===== config.mk =====
export PLATFORM = sky130hd
export DESIGN_NAME = elevator_call_panel_flat
export DESIGN_NICKNAME = d
export VERILOG_FILES = /design/src/rtl/elevator_pkg.sv /design/src/rtl/elevator_call_panel_if.sv /design/src/rtl/elevator_call_panel_button_debounce.sv /design/src/rtl/elevator_call_panel.sv /design/src/flat_wrapper.sv
export SDC_FILE = /design/constraint.sdc
export NUM_CORES = 1
export LEC_CHECK = 0
export BUFFER_PORTS_ARGS = -buffer_cell sky130_fd_sc_hd__buf_2
export CAP_MARGIN = 30
export CORE_MARGIN = 2
export CORE_UTILIZATION = 50
export DETAILED_ROUTE_END_ITERATION = 12
export GPL_ROUTABILITY_DRIVEN = 0
export GPL_TIMING_DRIVEN = 0
export HOLD_SLACK_MARGIN = 0.03
export PLACE_DENSITY = 0.7
export SLEW_MARGIN = 10
export SYNTH_ARGS = -nofsm -noshare
export SYNTH_HDL_FRONTEND = slang
export SYNTH_SLANG_ARGS = --single-unit

===== constraint.sdc =====
create_clock -name clk -period 5.45 [get_ports clk]
set_input_delay 1.09 -clock clk [delete_from_list [all_inputs] [get_ports clk]]
set_output_delay 1.09 -clock clk [all_outputs]
set_load 0.02 [all_outputs]

===== src/rtl/elevator_pkg.sv =====
// Shared types, constants and small helpers for the elevator call panel.
package elevator_pkg;
   localparam int NUM_FLOORS = 8;
   localparam int NUM_SRC    = 3 * NUM_FLOORS;

   typedef logic [2:0] floor_t;
   // Source index is {kind, floor}: up0..up7, dn0..dn7, car0..car7.
   typedef logic [4:0] src_idx_t;

   typedef enum logic [1:0] {
      SRC_UP  = 2'd0,
      SRC_DN  = 2'd1,
      SRC_CAR = 2'd2
   } src_kind_t;

   typedef enum logic [1:0] {
      ST_IDLE  = 2'd0,
      ST_ISSUE = 2'd1,
      ST_GAP   = 2'd2
   } issue_state_t;

   localparam logic DIR_UP = 1'b1;
   localparam logic DIR_DN = 1'b0;

   localparam logic [NUM_FLOORS-1:0] UP_VALID_MASK = 8'h7F;
   localparam logic [NUM_FLOORS-1:0] DN_VALID_MASK = 8'hFE;

   function automatic src_idx_t src_index(input src_kind_t kind, input floor_t flr);
      return {kind, flr};
   endfunction

   function automatic logic [NUM_SRC-1:0] src_bit(input src_idx_t idx);
      return {{(NUM_SRC-1){1'b0}}, 1'b1} << idx;
   endfunction

   function automatic src_idx_t rr_index(input src_idx_t base, input int offset);
      int sum;
      sum = int'(base) + offset;
      sum = (sum >= NUM_SRC) ? (sum - NUM_SRC) : sum;
      return src_idx_t'(sum);
   endfunction
endpackage


===== src/rtl/elevator_call_panel_if.sv =====
// Request/service link between the call panel (master) and the elevator controller.
interface elevator_call_panel_if;
   import elevator_pkg::*;

   logic   valid_out;
   floor_t req_floor;
   logic   direction;
   floor_t current_floor;
   logic   served_valid;
   floor_t served_floor;
   logic   served_dir;

   modport master (
      output valid_out, req_floor, direction,
      input  current_floor, served_valid, served_floor, served_dir
   );

   modport slave (
      input  valid_out, req_floor, direction,
      output current_floor, served_valid, served_floor, served_dir
   );
endinterface


===== src/rtl/elevator_call_panel_button_debounce.sv =====
// Vector synchroniser plus two-sample debounce filter; emits a one-cycle
// pulse on every 0->1 transition of the filtered level.
module button_debounce #(
   parameter int WIDTH = 8
) (
   input  logic             clk,
   input  logic             reset,
   input  logic             tick,
   input  logic [WIDTH-1:0] raw,
   output logic [WIDTH-1:0] rise
);
   logic [WIDTH-1:0] sync1_r;
   logic [WIDTH-1:0] sync2_r;
   logic [WIDTH-1:0] sample_r;
   logic [WIDTH-1:0] level_r;
   logic [WIDTH-1:0] rise_r;
   logic [WIDTH-1:0] level_next_s;

   // Level moves only when the current and previous tick samples agree.
   always_comb begin
      level_next_s = level_r;
      if (tick) begin
         level_next_s = (sync2_r & sample_r) | (level_r & (sync2_r | sample_r));
      end else begin
         level_next_s = level_r;
      end
   end

   // Synchroniser chain, sample history, filtered level and rise pulse.
   always_ff @(posedge clk or posedge reset) begin
      if (reset) begin
         sync1_r  <= '0;
         sync2_r  <= '0;
         sample_r <= '0;
         level_r  <= '0;
         rise_r   <= '0;
      end else begin
         sync1_r <= raw;
         sync2_r <= sync1_r;
         if (tick) begin
            sample_r <= sync2_r;
         end
         level_r <= level_next_s;
         rise_r  <= level_next_s & ~level_r;
      end
   end

   assign rise = rise_r;
endmodule


===== src/rtl/elevator_call_panel.sv =====
// Elevator call panel: debounces hall/car buttons, latches pending calls and
// issues them one at a time, round-robin, to the elevator controller.
module elevator_call_panel
   import elevator_pkg::*;
#(
   parameter int DEBOUNCE_CYCLES = 4,
   parameter int ISSUE_GAP       = 2
) (
   input  logic                  clk,
   input  logic                  reset,
   input  logic [NUM_FLOORS-1:0] hall_up_btn,
   input  logic [NUM_FLOORS-1:0] hall_dn_btn,
   input  logic [NUM_FLOORS-1:0] car_btn,
   elevator_call_panel_if.master bus,
   output logic [NUM_FLOORS-1:0] lamp_up,
   output logic [NUM_FLOORS-1:0] lamp_dn,
   output logic [NUM_FLOORS-1:0] lamp_car
);
   localparam int TCW = (DEBOUNCE_CYCLES > 1) ? $clog2(DEBOUNCE_CYCLES) : 1;
   localparam int GW  = (ISSUE_GAP > 1) ? $clog2(ISSUE_GAP) : 1;

   logic [TCW-1:0]        tick_cnt_r;
   logic                  tick_s;
   logic [NUM_FLOORS-1:0] rise_up_s, rise_dn_s, rise_car_s;
   logic [NUM_SRC-1:0]    pend_r, issued_r, cand_s;
   logic [NUM_SRC-1:0]    set_s, clr_s, issue_set_s, pend_next_s, issued_next_s;
   issue_state_t          state_r, state_next_s;
   src_idx_t              grant_r, ptr_r, pick_s;
   logic                  found_s;
   logic [GW-1:0]         gap_cnt_r;
   floor_t                grant_floor_s;
   src_kind_t             grant_kind_s, served_kind_s;
   logic                  car_same_s, strobe_ok_s, issue_dir_s;
   logic                  valid_out_r, direction_r;
   floor_t                req_floor_r;

   assign tick_s = (tick_cnt_r == TCW'(DEBOUNCE_CYCLES - 1));

   // Shared debounce sample tick.
   always_ff @(posedge clk or posedge reset) begin
      if (reset) begin
         tick_cnt_r <= '0;
      end else if (tick_s) begin
         tick_cnt_r <= '0;
      end else begin
         tick_cnt_r <= tick_cnt_r + TCW'(1);
      end
   end

   button_debounce #(.WIDTH(NUM_FLOORS)) u_db_up (
      .clk(clk), .reset(reset), .tick(tick_s), .raw(hall_up_btn), .rise(rise_up_s));
   button_debounce #(.WIDTH(NUM_FLOORS)) u_db_dn (
      .clk(clk), .reset(reset), .tick(tick_s), .raw(hall_dn_btn), .rise(rise_dn_s));
   button_debounce #(.WIDTH(NUM_FLOORS)) u_db_car (
      .clk(clk), .reset(reset), .tick(tick_s), .raw(car_btn), .rise(rise_car_s));

   assign cand_s = pend_r & ~issued_r;

   // Round-robin: the smallest offset past the last grant wins.
   always_comb begin
      pick_s = '0;
      for (int k = NUM_SRC; k >= 1; k--) begin
         pick_s = cand_s[rr_index(ptr_r, k)] ? rr_index(ptr_r, k) : pick_s;
      end
      found_s = |cand_s;
   end

   // Decode the registered grant into floor, direction and same-floor case.
   always_comb begin
      grant_floor_s = grant_r[2:0];
      grant_kind_s  = src_kind_t'(grant_r[4:3]);
      car_same_s    = 1'b0;
      issue_dir_s   = DIR_DN;
      case (grant_kind_s)
         SRC_UP:  issue_dir_s = DIR_UP;
         SRC_DN:  issue_dir_s = DIR_DN;
         SRC_CAR: begin
            issue_dir_s = (grant_floor_s > bus.current_floor) ? DIR_UP : DIR_DN;
            car_same_s  = (grant_floor_s == bus.current_floor);
         end
         default: issue_dir_s = DIR_DN;
      endcase
      strobe_ok_s = (state_r == ST_ISSUE) && pend_r[grant_r] && !car_same_s;
   end

   // Pending/issued update; clears win over sets, issued never outlives pending.
   always_comb begin
      served_kind_s = SRC_DN;
      if (bus.served_dir == DIR_UP) begin
         served_kind_s = SRC_UP;
      end else begin
         served_kind_s = SRC_DN;
      end
      set_s = {rise_car_s, rise_dn_s & DN_VALID_MASK, rise_up_s & UP_VALID_MASK};
      clr_s = (bus.served_valid ? (src_bit(src_index(SRC_CAR, bus.served_floor)) |
                                   src_bit(src_index(served_kind_s, bus.served_floor)))
                                : {NUM_SRC{1'b0}})
            | (((state_r == ST_ISSUE) && car_same_s) ? src_bit(grant_r) : {NUM_SRC{1'b0}});
      issue_set_s   = strobe_ok_s ? src_bit(grant_r) : {NUM_SRC{1'b0}};
      pend_next_s   = (pend_r | set_s) & ~clr_s;
      issued_next_s = (issued_r | issue_set_s) & ~clr_s & pend_next_s;
   end

   // Issue FSM next state.
   always_comb begin
      state_next_s = state_r;
      case (state_r)
         ST_IDLE:  state_next_s = found_s ? ST_ISSUE : ST_IDLE;
         ST_ISSUE: state_next_s = ST_GAP;
         ST_GAP:   state_next_s = (gap_cnt_r == GW'(ISSUE_GAP - 1)) ? ST_IDLE : ST_GAP;
         default:  state_next_s = ST_IDLE;
      endcase
   end

   // FSM state, call bookkeeping and registered request outputs.
   always_ff @(posedge clk or posedge reset) begin
      if (reset) begin
         state_r     <= ST_IDLE;
         grant_r     <= '0;
         ptr_r       <= '0;
         gap_cnt_r   <= '0;
         pend_r      <= '0;
         issued_r    <= '0;
         valid_out_r <= 1'b0;
         req_floor_r <= '0;
         direction_r <= 1'b0;
      end else begin
         state_r   <= state_next_s;
         pend_r    <= pend_next_s;
         issued_r  <= issued_next_s;
         gap_cnt_r <= (state_r == ST_GAP) ? (gap_cnt_r + GW'(1)) : '0;
         if ((state_r == ST_IDLE) && found_s) begin
            grant_r <= pick_s;
         end
         if (state_r == ST_ISSUE) begin
            ptr_r <= grant_r;
         end
         valid_out_r <= strobe_ok_s;
         if (strobe_ok_s) begin
            req_floor_r <= grant_floor_s;
            direction_r <= issue_dir_s;
         end
      end
   end

   assign bus.valid_out = valid_out_r;
   assign bus.req_floor = req_floor_r;
   assign bus.direction = direction_r;
   assign lamp_up       = pend_r[NUM_FLOORS-1:0];
   assign lamp_dn       = pend_r[2*NUM_FLOORS-1:NUM_FLOORS];
   assign lamp_car      = pend_r[NUM_SRC-1:2*NUM_FLOORS];
endmodule

===== src/flat_wrapper.sv =====
// flat-port wrapper written by rule: the top's interface ports become plain ports
module elevator_call_panel_flat import elevator_pkg::*;
#(
   parameter int DEBOUNCE_CYCLES = 4,
   parameter int ISSUE_GAP       = 2
)
  (clk, reset, hall_up_btn, hall_dn_btn, car_btn, lamp_up, lamp_dn, lamp_car, bus_valid_out, bus_req_floor, bus_direction, bus_current_floor, bus_served_valid, bus_served_floor, bus_served_dir);
  elevator_call_panel_if bus_i ();
  input  logic clk;
  input  logic reset;
  input  logic [NUM_FLOORS-1:0] hall_up_btn;
  input  logic [NUM_FLOORS-1:0] hall_dn_btn;
  input  logic [NUM_FLOORS-1:0] car_btn;
  output logic [NUM_FLOORS-1:0] lamp_up;
  output logic [NUM_FLOORS-1:0] lamp_dn;
  output logic [NUM_FLOORS-1:0] lamp_car;
  output wire logic [$bits(bus_i.valid_out)-1:0] bus_valid_out;
  output wire logic [$bits(bus_i.req_floor)-1:0] bus_req_floor;
  output wire logic [$bits(bus_i.direction)-1:0] bus_direction;
  input wire logic [$bits(bus_i.current_floor)-1:0] bus_current_floor;
  input wire logic [$bits(bus_i.served_valid)-1:0] bus_served_valid;
  input wire logic [$bits(bus_i.served_floor)-1:0] bus_served_floor;
  input wire logic [$bits(bus_i.served_dir)-1:0] bus_served_dir;
  assign bus_valid_out = bus_i.valid_out;
  assign bus_req_floor = bus_i.req_floor;
  assign bus_direction = bus_i.direction;
  assign bus_i.current_floor = bus_current_floor;
  assign bus_i.served_valid = bus_served_valid;
  assign bus_i.served_floor = bus_served_floor;
  assign bus_i.served_dir = bus_served_dir;
  elevator_call_panel #(.DEBOUNCE_CYCLES(DEBOUNCE_CYCLES), .ISSUE_GAP(ISSUE_GAP)) u_core (.clk(clk), .reset(reset), .hall_up_btn(hall_up_btn), .hall_dn_btn(hall_dn_btn), .car_btn(car_btn), .bus(bus_i), .lamp_up(lamp_up), .lamp_dn(lamp_dn), .lamp_car(lamp_car));
endmodule

After elaboration in Yosys (flattened, before gate mapping)
Index checks and enable logic that the tools add are counted.
- $lt $le $gt $ge: 50
- reductions and logical operators: 8
- $add $sub $neg: 50
- multiplexer cells: 113
- bitwise logic cells: 28
- shift operators: 3
- equal/unequal tests: 5
- operators by type and width (cell ; count):
    two-way mux 5 bit ; 48
    less-than comparator 5 x 6 -> 1 bit (second input constant) ; 25
    >= comparator 6 x 5 -> 1 bit (second input constant) ; 24
    binary-select mux 1 bit (select 5 bit) ; 25
    subtractor 5 x 4 -> 5 bit (second input constant) ; 24
    bitwise AND 24 bit ; 4
    OR 24 bit ; 4
    two-way mux 24 bit ; 3
    bitwise AND 8 bit ; 8
    adder 5 x 5 -> 6 bit (second input constant) ; 9
    adder 5 x 4 -> 6 bit (second input constant) ; 8
    inverter 24 bit ; 2
    OR 8 bit ; 6
    << shifter 1 x 5 -> 24 bit (first input constant) ; 2
    two-way mux 1 bit ; 30
    adder 5 x 3 -> 6 bit (second input constant) ; 4
    two-way mux 8 bit ; 3
    OR reduction 24 bit ; 1
    << shifter 1 x 4 -> 24 bit (first input constant) ; 1
    inverter 8 bit ; 2
    adder 5 x 2 -> 6 bit (second input constant) ; 2
    bitwise AND 7 bit ; 1
    inverter 7 bit ; 1
    adder 5 x 1 -> 6 bit (second input constant) ; 1
    12 further kinds ; 19
- word-level logic and storage cells: 282
- input bits: 34
- bits in registers: 187
- output and inout port bits: 29

Depth between registers and ports, before layout
- depth in word-level cells: 29
- depth in mapped cells: 18
- gate-level depth less buffers: 16

Cells and area by module
From an unflattened synthesis, not the netlist that was laid out.
- cell total of the unflattened synthesis: 1336
- area, all modules: 12645.9 um2
- modules (own cells, without submodules) (module ; instances ; area an instance (um2) ; seq. area each (um2) ; cells an instance):
    elevator_call_panel ; 1 ; 8550.7 ; 1701.6 ; 1036
    button_debounce ; 3 ; 1365.1 ; 1001.0 ; 100

Worst setup path before layout
OpenSTA, ideal clock, no wires.
- path kind: register -> register
- from: reg u_core.ptr_r[2]
- to: reg u_core.grant_r[2]
- cell stages (with the launch flop): 19
- path buffers: 3
- required time: 5315 ps
- arrival time: 4328 ps
- path slack: 987 ps
- clock period less this slack: 4463 ps
- library setup time: 135 ps
- cell sequence: dfrtp_1 > buf_2 > inv_1 > clkbuf_1 > ha_1 > a21oi_1 > xnor2_1 > inv_2 > ha_1 > a2bb2oi_2 > or3_1 > o22ai_1 > or3_1 > or2_1 > buf_4 > or4_4 > a2111o_1 > a211oi_2 > o311ai_1
- cells in the longest elaborated chain, start to end: 29
- elaborated cells between the ends (all ways): 168
- those cells by class: add/sub (48); order compare (24); mux (96)
- RTL lines (element ; RTL line ; text):
    start, declared ; elevator_call_panel.sv:28 ; src_idx_t grant_r, ptr_r, pick_s;
    start signal, assigned ; elevator_call_panel.sv:136 ; ptr_r <= grant_r;
    adder 5 x 5 -> 6 bit ; elevator_pkg.sv:38 ; sum = int'(base) + offset;
    subtractor 5 x 4 -> 5 bit or >= comparator 6 x 5 -> 1 bit (tied branches) ; elevator_pkg.sv:39 ; sum = (sum >= NUM_SRC) ? (sum - NUM_SRC) : sum;
    two-way mux 5 bit ; elevator_pkg.sv:39 ;
    binary-select mux 1 bit (select 5 bit) ; elevator_call_panel.sv:63 ; pick_s = cand_s[rr_index(ptr_r, k)] ? rr_index(ptr_r, k) : pick_s;
    two-way mux 1 bit (implied by the code) ; elevator_call_panel.sv:63 ;
    two-way mux 5 bit (23 in a row) ; elevator_call_panel.sv:63 ;
    two-way mux 5 bit (*) ; elevator_call_panel.sv:63 ;
    end signal, assigned ; elevator_call_panel.sv:133 ; grant_r <= pick_s;
    end, declared ; elevator_call_panel.sv:28 ;
Every way passes the cells marked *; elsewhere a longest branch is shown, timed or not. The select of a mux whose other input is x is not followed.
A chain may end at the register's enable or synchronous reset.

Worst setup path after layout
- from: reg u_core.ptr_r[1]
- to: reg u_core.grant_r[2]
The elaborated chain is that of the path after synthesis.

==> results.txt <==
----------------------------------------------------
[Floorplan]
  Starting density of the core ... between 50% and 60%
  Total core area ... 23500 um2
  Top-level port count ... 63
  Die outline width ... between 150 and 200 um
  Die outline height ... 159 um
  # rows ... 56
  Area of the die ... 25300 um2

[Timing]
  Rel. slew slack ... about a third
  Maximum operating frequency ... 191 MHz
  Final count of negative-setup-slack endpoints ... 0
  RSZ-0062 raised after global routing ... true
  Fraction of the cycle the final worst path needs ... approximately 96%
  Largest clock skew in the final design ... ~0.0087 ns
  Final Hold Fails ... 0
  Max-slew violation count ... 0
  Clock period minus worst slack ... about 5.2 ns
  Transition time at the pin with the least slew margin ... between 0.9 and 1 ns
  Sum of negative setup slack ... 0 ns

[Critical path]
  Worst R2R End ... u_core.grant_r[2]$_DFFE_PP0P_
  Crit Path Class ... reg2reg
  RR Startpoint ... u_core.ptr_r[1]$_DFFE_PP0P_
  Startpoint type of the worst setup path ... flip-flop
  Worst R2R Path Depth ... 14
  Worst setup path startpoint ... u_core.ptr_r[1]$_DFFE_PP0P_
  Setup crit end kind ... flip-flop
  Flop-to-flop setup slack ... ~0.2 ns
  Crit path arrival time ... ~5.6 ns
  CP endpoint ... u_core.grant_r[2]$_DFFE_PP0P_
  Peak fanout along the critical path ... 13
  Required time of the critical path ... between 5 and 6 ns

[Drt]
  Final antenna-violating net count ... 0
  1st-iter DRT viols ... 1318
  Detailed-route wire length per cell ... roughly 22 um
  Post-detailed-route via-to-cell ratio ... approximately 6.5
  # DRC ... 0
  Total via count in the routed design ... 11100
  Detailed Route WL ... between 30000 and 40000 um
  First-pass DRT Iterations ... 6

[Yosys]
  Number of synthesized register bits ... roughly 180
  Post-Synthesis Mean Instance Area ... just over 9 um2
  Count of warnings emitted by yosys ... 0
  Area share of the largest cell type after synthesis ... between 30% and 40%
  EDFF count, synth ... 0
  Ranking of synthesized cells by area ... sky130_fd_sc_hd__dfrtp_1 (37%), sky130_fd_sc_hd__mux4_2 (6.2%), sky130_fd_sc_hd__a21oi_1 (4.7%)
  Number of nets in the synthesized netlist ... around 1400
  Async set-reset flop share out of synthesis ... 100%
  Synthesized instance count ... ~1300
  Portion of the post-synthesis area used by sequential elements ... 37.0%
  Cell Area, Synth ... 12000 um2
  Synth Flop Type ... sky130_fd_sc_hd__dfrtp_1
  Largest area contributor in the netlist ... sky130_fd_sc_hd__dfrtp_1
  Count of unique library cells instantiated by Yosys ... 95

[CTS]
  Num Clock Sinks ... between 150 and 200
  CTS Buf Count ... 17
  CTS H-tree depth ... 4
  Clock buffer depth ... 2
  Clock tree from TritonCTS ... yes
  Root Buffer ... sky130_fd_sc_hd__clkbuf_16
  Clock insertion delay at the later pin of the skew report ... roughly 0.43 ns
  Clock transition at the register clock pins on the worst setup and hold paths after CTS ... around 0.07 ns

[Run]
  Reported max-cap violation count ... 0

[Final layout]
  Nets ... roughly 1400
  Layout filler cell count ... 2133
  Total non-filler cell area in the finished layout ... 13400 um2
  Count of antenna diodes in the layout ... 0
  Area added between synthesis and finish ... 11.8%
  Share of final-layout standard cells stronger than drive strength 1 ... approximately 16%

[Min path]
  Start point of the worst hold path ... u_core.u_db_up.sync1_r[3]$_DFF_PP0_
  Hold WC Path Type ... reg2reg

[Placement]
  Post-DP Area ... 12800 um2
  Buffers on Ports ... approximately 60
  Post-DP HPWL ... ~29000 um

[GRT]
  Pin count of the biggest net entering global routing ... ~40
  Number of global-route vias before repair ... between 10000 and 15000
  Wire length of the first global-routing pass ... a little under 60000 um
  Total congestion overflow after global routing ... 0
  Total global routing track utilization ... 30.1%
  Antenna violations before repair ... 0

[Run status]
  Result of the run ... complete, no violations

[Power]
  Peak supply drop ... ~300 uV
  Leakage power figure ... between 5 and 6 nW
  Pwr per Cell Area ... ~720 nW/um2

----------------------------------------------------
[logic make-up (layout without fill, tap and decap cells)]
family          count (synthesis)  after routing  synth area share, %
mux                            97             97                 12.0
simple gates                  435            435                 19.1
xor+xnor                       35             35                 2.55
buf+inv                       117            213                 4.24
flops                         178            178                 37.0
compound gates                409            409                 22.2
fa+ha+maj                      28             28                 2.91
[cells in the mapped netlist (all sizes together) (27+ instances only)]
master / instances
buf: 30
ha: 28
o21ai: 117
nand3: 35
mux2: 33
nor2b: 49
nor2: 67
nor3: 56
a211oi: 27
a21oi: 114
inv: 48
nand2: 91
xnor2: 32
nand2b: 38
dfrtp: 178
clkbuf: 38
mux2i: 31
mux4: 33
[registers in the layout, summed over array words and instances, names as in the netlist, 5 cells and up]
register	count
u_core.grant_r	5
u_core.issued_r	24
u_core.pend_r	24
u_core.ptr_r	5
u_core.u_db_car.level_r	8
u_core.u_db_car.rise	8
u_core.u_db_car.sample_r	8
u_core.u_db_car.sync1_r	8
u_core.u_db_car.sync2_r	8
u_core.u_db_dn.level_r	7
u_core.u_db_dn.rise	7
u_core.u_db_dn.sample_r	7
u_core.u_db_dn.sync1_r	7
u_core.u_db_dn.sync2_r	7
u_core.u_db_up.level_r	7
u_core.u_db_up.rise	7
u_core.u_db_up.sample_r	7
u_core.u_db_up.sync1_r	7
u_core.u_db_up.sync2_r	7
[repair_timing]
| action | in CTS | in global routing |
|---|---|---|
| resized for setup | 1 | 4 |
| buffers inserted | 0 | 0 |
| hold buffers | 0 | 0 |
| setup endpoints to repair | 1 | 5 |
[critical path: stages, from the launching register on]
cell and delay, ns:
sky130_fd_sc_hd__dfrtp_1 0.55, sky130_fd_sc_hd__inv_1 0.17, sky130_fd_sc_hd__buf_2 0.41, sky130_fd_sc_hd__ha_1 0.35, sky130_fd_sc_hd__clkbuf_2 0.35, sky130_fd_sc_hd__nor2b_1 0.45, sky130_fd_sc_hd__nor2_4 0.17, sky130_fd_sc_hd__mux4_2 0.47
sky130_fd_sc_hd__nor3b_1 0.11, sky130_fd_sc_hd__nor3_1 0.76, sky130_fd_sc_hd__nand4_1 0.22, sky130_fd_sc_hd__or4_4 0.50, sky130_fd_sc_hd__a2111o_1 0.32, sky130_fd_sc_hd__a211oi_2 0.15, sky130_fd_sc_hd__o311ai_1 0.13
[placed cells by master, fill, tap and decap left out, types with 10 or more instances in the layout]
cell type,count
sky130_fd_sc_hd__a31oi_1,10
sky130_fd_sc_hd__o21a_1,12
sky130_fd_sc_hd__mux4_2,33
sky130_fd_sc_hd__inv_1,43
sky130_fd_sc_hd__a21oi_1,113
sky130_fd_sc_hd__nor2_1,66
sky130_fd_sc_hd__mux2i_1,30
sky130_fd_sc_hd__clkbuf_16,17
sky130_fd_sc_hd__nand4_1,15
sky130_fd_sc_hd__ha_1,28
sky130_fd_sc_hd__nor3_1,52
sky130_fd_sc_hd__a211oi_1,23
sky130_fd_sc_hd__and3_1,14
sky130_fd_sc_hd__dfrtp_1,178
sky130_fd_sc_hd__nand2_1,91
sky130_fd_sc_hd__xnor2_1,31
sky130_fd_sc_hd__o21ai_0,113
sky130_fd_sc_hd__nor2b_1,49
sky130_fd_sc_hd__mux2_2,25
sky130_fd_sc_hd__buf_2,78
sky130_fd_sc_hd__nand3_1,35
sky130_fd_sc_hd__nand2b_1,38
sky130_fd_sc_hd__or3_1,19
sky130_fd_sc_hd__clkbuf_1,35
[metrics by stage]
step | total power [mW] | util (%) | cells | worst slack (ns) | hold slack, ns
floorplan | 6.43 | - | 1299 | 0.987 | 0.331
global placement | 8.07 | 54.1 | 1677 | 0.0765 | 0.332
detailed placement | 8.13 | 54.5 | 1683 | 0.0137 | 0.336
CTS | 9.42 | 57.1 | 1715 | 0.0581 | 0.350
global route | 10.2 | 57.1 | 1714 | -0.0792 | 0.355
finish | 9.64 | 57.1 | 1714 | 0.204 | 0.346
[cell type report]
cell class | instances | area, um2 | share of cell area [%]
Clock buffer | 17 | 425 | 3.16
Multi-Input combinational cell | 1004 | 7080 | 52.7
Tap cell | 319 | 399 | 2.97
Clock inverter | 15 | 189 | 1.40
Inverter | 49 | 190 | 1.41
Timing Repair Buffer | 66 | 390 | 2.90
Sequential cell | 178 | 4450 | 33.1
Buffer | 66 | 318 | 2.36
[how the worst min path moves through the flow]
stage | depth (start not counted) | slack, ns | end
after CTS | 0 | 0.35 | u_core.u_db_car.sync2_r[4]$_DFF_PP0_
after detailed placement | 0 | 0.34 | u_core.u_db_car.sync2_r[4]$_DFF_PP0_
after global routing | 0 | 0.35 | u_core.u_db_up.sync2_r[6]$_DFF_PP0_
after floorplan | 0 | 0.33 | u_core.u_db_car.sync2_r[0]$_DFF_PP0_
after global placement | 0 | 0.33 | u_core.u_db_up.sync2_r[5]$_DFF_PP0_
final | 0 | 0.35 | u_core.u_db_up.sync2_r[3]$_DFF_PP0_
[where the power goes]
group	internal, mW	total (mW)	leakage (nW)	switching, mW
logic	2.52	6.80	3.08	4.28
clock network	0.662	1.23	0.302	0.568
registers	1.45	1.61	2.19	0.163
[routing by layer]
| metal | vias to the layer above | GRT usage, % | part of all wire (%) | wire, um |
|---|---|---|---|---|
| met5 | - | 0 | 0 | 0 |
| met4 | 0 | 19.3 | 7.2 | 2730 |
| met3 | 178 | 6.07 | 9.9 | 3780 |
| met2 | 681 | 46.8 | 44 | 16900 |
| met1 | 5259 | 38.5 | 39 | 14700 |
| li1 | 5028 | - | - | - |
Power figures use the tool's default switching activity.
